## src/rtl/profiler_frame_scheduler.sv

```systemverilog
// profiler_frame_scheduler
//   Collects a snapshot of all profiler counter words on a periodic interval
//   tick or a host request and streams it out as one frame on a 32-bit
//   valid/ready link: header {MAGIC, frame_seq}, NUM_WORDS data words, then an
//   XOR checksum word flagged with out_last. Triggers that arrive while a frame
//   is in flight are counted in dropped_count and otherwise ignored.
//
// Ports
//   clk, rst        system clock, asynchronous active-high reset
//   enable          runs the interval timer and gates all triggers
//   counters_flat   NUM_WORDS counter words, word k at [32*k +: 32]
//   host_req        one-cycle manual snapshot request
//   out_data/out_valid/out_ready/out_last   frame stream toward the host link
//   busy            high whenever a frame is being captured or sent
//   frame_seq       sequence number the next frame header will carry
//   dropped_count   saturating count of triggers lost while busy
module profiler_frame_scheduler #(
  parameter int unsigned NUM_WORDS       = 8,
  parameter int unsigned INTERVAL_CYCLES = 1000000,
  parameter logic [15:0] MAGIC           = 16'hABAC
) (
  input  logic                   clk,
  input  logic                   rst,
  input  logic                   enable,
  input  logic [NUM_WORDS*32-1:0] counters_flat,
  input  logic                   host_req,
  output logic [31:0]            out_data,
  output logic                   out_valid,
  input  logic                   out_ready,
  output logic                   out_last,
  output logic                   busy,
  output logic [15:0]            frame_seq,
  output logic [15:0]            dropped_count
);

  localparam int unsigned CNT_W = $clog2(INTERVAL_CYCLES);
  localparam int unsigned IDX_W = (NUM_WORDS > 1) ? $clog2(NUM_WORDS) : 1;
  localparam logic [CNT_W-1:0] CNT_LAST = CNT_W'(INTERVAL_CYCLES - 1);
  localparam logic [IDX_W-1:0] IDX_LAST = IDX_W'(NUM_WORDS - 1);

  typedef enum logic [2:0] {
    S_IDLE,
    S_CAPTURE,
    S_HDR,
    S_DATA,
    S_CSUM
  } state_t;

  state_t state, state_next;

  logic [CNT_W-1:0] interval_cnt;
  logic             tick;
  logic             trigger;
  logic             xfer;
  logic [IDX_W-1:0] idx;
  logic [31:0]      acc;
  logic [31:0]      header;
  logic [31:0]      shadow [NUM_WORDS];

  assign tick    = enable && (interval_cnt == CNT_LAST);
  assign trigger = enable && (tick || host_req);
  assign xfer    = out_valid && out_ready;
  assign header  = {MAGIC, frame_seq};
  assign busy    = (state != S_IDLE);

  // Interval timer: free-runs while enabled, parked at zero otherwise.
  // NOTE: sequential state is always assigned with <= so every register samples
  // pre-edge values; blocking here would create order-dependent races.
  always_ff @(posedge clk or posedge rst) begin
    if (rst) begin
      interval_cnt <= '0;
    end else if (!enable || tick) begin
      interval_cnt <= '0;
    end else begin
      interval_cnt <= interval_cnt + 1'b1;
    end
  end

  always_ff @(posedge clk or posedge rst) begin
    if (rst) begin
      state <= S_IDLE;
    end else begin
      state <= state_next;
    end
  end

  // NOTE: state_next gets a default before the case so no path leaves it
  // unassigned; otherwise synthesis would infer a latch.
  always_comb begin
    state_next = state;
    case (state)
      S_IDLE:    if (trigger) state_next = S_CAPTURE;
      S_CAPTURE: state_next = S_HDR;
      S_HDR:     if (xfer) state_next = S_DATA;
      S_DATA:    if (xfer && (idx == IDX_LAST)) state_next = S_CSUM;
      S_CSUM:    if (xfer) state_next = S_IDLE;
      default:   state_next = S_IDLE;
    endcase
  end

  // Frame datapath. out_data/out_last are loaded one state ahead so the stream
  // is driven purely from registers and only changes on a handshake.
  // NOTE: the shadow bank is explicitly cleared on reset because its contents
  // are observable on the stream; it is small enough to live in flops.
  always_ff @(posedge clk or posedge rst) begin
    if (rst) begin
      for (int k = 0; k < NUM_WORDS; k++) shadow[k] <= '0;
      acc       <= '0;
      idx       <= '0;
      out_data  <= '0;
      out_valid <= 1'b0;
      out_last  <= 1'b0;
      frame_seq <= '0;
    end else begin
      case (state)
        S_CAPTURE: begin
          for (int k = 0; k < NUM_WORDS; k++) shadow[k] <= counters_flat[32*k +: 32];
          acc       <= header;
          out_data  <= header;
          out_valid <= 1'b1;
          out_last  <= 1'b0;
        end
        S_HDR: begin
          if (xfer) begin
            out_data <= shadow[0];
            idx      <= '0;
          end
        end
        S_DATA: begin
          if (xfer) begin
            acc <= acc ^ out_data;
            if (idx == IDX_LAST) begin
              // Checksum folds in the word being handed over this cycle.
              out_data <= acc ^ out_data;
              out_last <= 1'b1;
            end else begin
              out_data <= shadow[idx + 1'b1];
              idx      <= idx + 1'b1;
            end
          end
        end
        S_CSUM: begin
          if (xfer) begin
            out_data  <= '0;
            out_valid <= 1'b0;
            out_last  <= 1'b0;
            frame_seq <= frame_seq + 1'b1;
          end
        end
        default: ;
      endcase
    end
  end

  // Overrun accounting; the CSUM handshake cycle still counts as busy.
  always_ff @(posedge clk or posedge rst) begin
    if (rst) begin
      dropped_count <= '0;
    end else if (trigger && busy && (dropped_count != 16'hFFFF)) begin
      dropped_count <= dropped_count + 1'b1;
    end
  end

endmodule

```

## config.mk

```make
export PLATFORM = sky130hd
export DESIGN_NAME = profiler_frame_scheduler
export DESIGN_NICKNAME = d
export VERILOG_FILES = /design/src/rtl/profiler_frame_scheduler.sv
export SDC_FILE = /design/constraint.sdc
export NUM_CORES = 1
export LEC_CHECK = 0
export BUFFER_PORTS_ARGS = -buffer_cell sky130_fd_sc_hd__buf_4
export CORE_AREA = 4 4 184 186
export DETAILED_ROUTE_END_ITERATION = 10
export DIE_AREA = 0 0 188 190
export PLACE_DENSITY = 0.87
export SYNTH_ARGS = -nofsm -noshare
export SYNTH_HDL_FRONTEND = slang
export SYNTH_SLANG_ARGS = --single-unit
```

## constraint.sdc

```tcl
create_clock -name clk -period 13.7 [get_ports clk]
set_input_delay 0.685 -clock clk [delete_from_list [all_inputs] [get_ports clk]]
set_output_delay 0.685 -clock clk [all_outputs]
set_load 0.02 [all_outputs]
```

### Word level (Yosys, flattened, before mapping)

Index checks and enable logic that the tools add are counted.

* input bits: 261
* word-level logic and storage cells: 85
* bits in registers: 380

* reduce and logical (&&, ||, !) cells: 23
* bitwise operators: 2
* muxes and demuxes: 24
* $add $sub $neg: 4
* magnitude comparators: 1
* eq/ne operators: 14

Operator list (number)
* $mux 32: 7
* $pmux 32 s4: 1
* $bmux 32 s3: 1
* $pmux 32 s2: 1
* $add 16x1->16 const B: 2
* $xor 32x32->32: 1
* $add 20x1->20 const B: 1
* $eq 20x20->1 const B: 1
* $mux 20: 1
* $mux 3: 6
* $ne 16x16->1 const B: 1
* $reduce_and 4->1: 4
* $pmux 3 s5: 1
* $ne 2x2->1 const B: 7
* $eq 3x2->1 const B: 2
* $eq 3x3->1 const B: 2
* $logic_and 1x1->1: 6
* $pmux 3 s2: 1
* $reduce_and 2->1: 3
* $reduce_bool 2->1: 3
* $reduce_bool 3->1: 2
* $ge 4x4->1 const B: 1
* $not 3->4: 1
* $reduce_bool 4->1: 1
* other kinds (8): 11

### Logic depth before layout (Yosys ltp)

* depth in word-level cells: 8
* gate-level depth with buffers: 8
* mapped depth without buffers: 6

### Worst setup path before layout

No wires, ideal clock.

* path type: register to register
* start: reg idx[0]
* end: reg out_data[0]
* clock period less this slack: 2634 ps
* slack: 11066 ps
* required time: 13571 ps
* setup time: 129 ps
* arrival: 2505 ps
* buffers on the path: 3
* stages on the path, launching flop included: 9
* cells stage by stage: dfrtp_1 > ha_1 > buf_2 > clkbuf_1 > clkbuf_1 > mux4_2 > mux2_2 > o21ai_0 > o21ai_0

* word-level cells in the longest chain between the ends: 8
* elaborated cells on any way between the ends: 9
* those cells by class: add/sub (1); eq/ne (1); mux (6); bitwise (1)

RTL lines
* start: declaration: RTL line 55 `logic [IDX_W-1:0] idx;`
* start signal: assignment: RTL line 138 `idx <= idx + 1'b1;`
* $add 3x1->3: RTL line 137 `out_data <= shadow[idx + 1'b1];`
* $not 3->4 (implied by the code): RTL line 137
* $bmux 32 s3: RTL line 137
* $mux 32 (implied by the code) (2 in series): RTL line 137
* $mux 32 *: RTL line 132 `if (idx == IDX_LAST) begin`
* $mux 32 *: RTL line 130 `if (xfer) begin`
* $pmux 32 s4 *: RTL line 115 `case (state)`
* end signal: assignment: RTL line 119 `out_data <= header;`
* end signal: assignment: RTL line 134 `out_data <= acc ^ out_data;`
* end signal: assignment: RTL line 137
* end: declaration: RTL line 27 `output logic [31:0] out_data,`

Mark *: on every way between the ends. The rest lies on a longest branch, timed or not. The select of a mux whose other input is x is not followed.
A chain may end at the register's enable or synchronous reset.

### Worst setup path after layout

* start: reg idx[0]
* end: reg out_data[25]

The elaborated chain is that of the path after synthesis.

==> impl_metrics.tcl <==
set metrics [dict create \
    xor_and_xnor_fraction_of_the_mapped_netlist_area 0.03719 \
    grt_pass1_vias 15650 \
    fin_tns_setup_ns 0 \
    antenna_violations_before_repair 0 \
    worstPathArrival_ns 3.65 \
    antennaDiodeCount 0 \
    route.detailed.vias_per_inst 6.020 \
    drt-pass1-iter-count 5 \
    endpoint_kind "register" \
    critical_path_required_ns 14.06 \
    seq_area_frac_synth 0.5314 \
    cts_made_buffers 39 \
    clk_latency_ns 0.53 \
    initial_core_util 0.5543 \
    number_of_warnings_printed_during_yosys_synthesis 0 \
    worstRegToRegCells 5 \
    sequentialPowerShare 0.391 \
    combPwrFrac 0.414 \
    grt_start_max_net_pins 257 \
    ir_drop_mv 0.2085 \
    simple_gate_fraction_of_synth_area 0.2204 \
    ys_seq_elements 380 \
    number_of_max_capacitance_violations_reported 0 \
    cts.htree.levels 2 \
    final_layout_size_suffix_gt1_frac 0.2322 \
    worst_slew_pin_slew_ns 1.158 \
    muxShareOfSynthArea 0.1006 \
    synth.avg_cell_area_um2 9.374 \
    leak_nw 10.72 \
    power_switching_share 0.3921 \
    power_per_unit_of_standard_cell_area_nw_per_um2 249.3 \
    synth_compound_area_frac 0.07481 \
    ant_nets 0 \
    numPlacedInstances 2571 \
    first_pass_grt_wire_length_um 88760 \
    clock_power_share 0.195 \
    setup_viol_count_final 0 \
    synth_enable_flop_cells 0 \
    synth.net_count 2175 \
    stdcell_count 2638 \
    post_layout_minimum_cycle_time_ns 3.289 \
    postCtsSetupRepairBufs 0 \
    final_net_count 2436 \
    placement.io_buffers 327 \
    clkSlewWorstSetupHoldPaths_ns 0.06 \
    relSlewSlack 0.2281 \
    synth_top_area_share 0.5314 \
    main_combinational_cell_family_by_area_after_synthesis "simple AND/OR/NAND/NOR gates" \
    rr_endpoint "out_data[25]" \
    pin_count 328 \
    placement_rows 66 \
    postLayoutCellArea_um2 21890 \
    rsz0062_at_grt "no" \
    die_area_um2 35720 \
    r2r_slack_ns 10.41 \
    gates_resized_cts_repair 0 \
    placedInstanceArea_um2 20610 \
    detailroute.via_count 15880 \
    final-max-slew-violation-count 0 \
    synthDominantAreaCellType "dfrtp_1" \
    cts_tree "yes" \
    fin_worst_hold_slack_ns 0.2748 \
    area.sequential_um2 9513 \
    worstReg2RegStart "idx[0]" \
    clk_root_buffer_cell "clkbuf_16" \
    synth-async-reset-ratio 1.000 \
    switching_pwr_mw 2.140 \
    worst_clock_skew_ns 0.01436 \
    period_share 0.2401 \
    critical_path.max_fanout 65 \
    multi_input_area_um2 7854 \
    synth-main-ff-cell "dfrtp_1" \
    fill_cells 2268 \
    outcome "complete, no violations" \
    critical_path.startpoint_type "register" \
    gp_congestion 0.9205 \
    synth.cell_area_um2 17900 \
    hold_viol_final 0 \
    clock_path_buffers 3 \
    route.final.wire_length_um 57110 \
    die_y_um 190 \
    synth_area_leaders "dfrtp_1, nand2_1, mux4_2, xnor2_1, o21ai_0" \
    die-width_um 188 \
    worst_hold_path_type "in2async" \
    synth_common_cells "nand2_1, dfrtp_1, clkbuf_1" \
    grtUsageTotal 0.3140 \
    adder_cell_share_of_the_synthesized_area 0.003496 \
    internal-power_mw 3.317 \
    synth.distinct_cells 50 \
    wl_per_cell_um 21.65 \
    timing.setup.critical_path_class "reg2reg" \
    drt_iter0_drc 1984 \
    synthToLayoutAreaGrowth_pct 22.30 \
    grt.overflow.total 0 \
    synthMostInstantiatedCell "nand2_1" \
    synthesis.instances 1909 \
    achievable-frequency_ghz 0.3040 \
    core_um2 32290 \
    cts_sinks 380 \
    dp_hpwl_um 39060 \
    cts_hold_buffers 0 \
    remaining_drc_errors 0 \
]
layer usage:
metal	up-vias	routed length, µm	global-route usage
met2	1189	25400	0.4663
met1	7652	21680	0.4439
met4	0	2499	0.1203
met5	-	0	0
li1	6866	-	-
met3	174	7528	0.09064
cell families (layout without fill, tap and decap cells):
family                     count (synthesis)  in the layout
AOI/OAI and AO/OA                        223            223
xor gates and xnor gates                  76             76
adders and majority gates                  5              5
buffers and inverters                    148            435
DFF                                      380            380
muxes                                     96             96
and+or+nand+nor                          981            981
worst max path at each step:
stage / start / end / slack [ns] / cells past startpoint
global placement: idx[0] / out_data[26] / 10.62 / 5
finish: idx[0] / out_data[25] / 10.41 / 5
CTS: idx[0] / out_data[25] / 10.39 / 5
detailed placement: idx[0] / out_data[26] / 10.50 / 5
global route: idx[0] / out_data[25] / 10.26 / 5
floorplan: rst / acc[0] / 2.46 / 1
flip-flops by register name, indices dropped and copies added, names as in the netlist:
| signal | flops |
|---|---|
| interval_cnt | 20 |
| shadow | 256 |
| out_last | 1 |
| acc | 32 |
| frame_seq | 16 |
| out_valid | 1 |
| out_data | 32 |
| idx | 3 |
| state | 3 |
| dropped_count | 16 |
critical path: stages, from the launching register on:
cell and delay, ns:
dfrtp_4 0.71, ha_4 1.07, mux4_2 0.61, mux2_2 0.28, o21ai_0 0.24, o211ai_1 0.16
power groups by stage:
stage,combinational [mW],clock (mW),sequential [mW]
after detailed placement,2.18,0,2.10
after global routing,2.45,1.12,2.17
after CTS,2.23,1.07,2.10
after global placement,2.07,0,2.08
after floorplan,1.60,0,1.96
final,2.26,1.07,2.13
layout make-up:
type	count	area share
sequential	380	0.4347
multi-input combinational	1381	0.3588
timing repair buffer	341	0.1181
clock buffer	55	0.05242
tap	442	0.02527
clock inverter	12	0.005717
inverter	27	0.004974
stage by stage:
step	setup slack [ns]	total power, mW	utilization
after floorplan	2.458	3.554	-
after global placement	10.62	4.153	0.6384
after detailed placement	10.50	4.277	0.6384
after CTS	10.39	5.395	0.6778
after global routing	10.26	5.739	0.6778
final	10.41	5.456	0.6778
cells in the final DEF (no fill, tap or decap), drive strengths merged, types with 3 or more instances in the layout:
master and n:
a31oi 10, nand3 36, a221o 3, o21ai 100, a2bb2oi 3, mux4 64, o211ai 9, nand2 819
o21a 3, clkbuf 55, nor4 3, a211o 4, nand4 23, nor2 49, ha 5, a211oi 4
and3 9, xnor2 65, clkinv 9, or4 3, inv 28, mux2 28, xor2 11, a21oi 50
buf 341, and2 5, nor3 7, and4 3, or3 12, a221oi 16, a22oi 16, dfrtp 380
nor2b 3, mux2i 4
No activity file was read; power rests on OpenSTA's default activity.
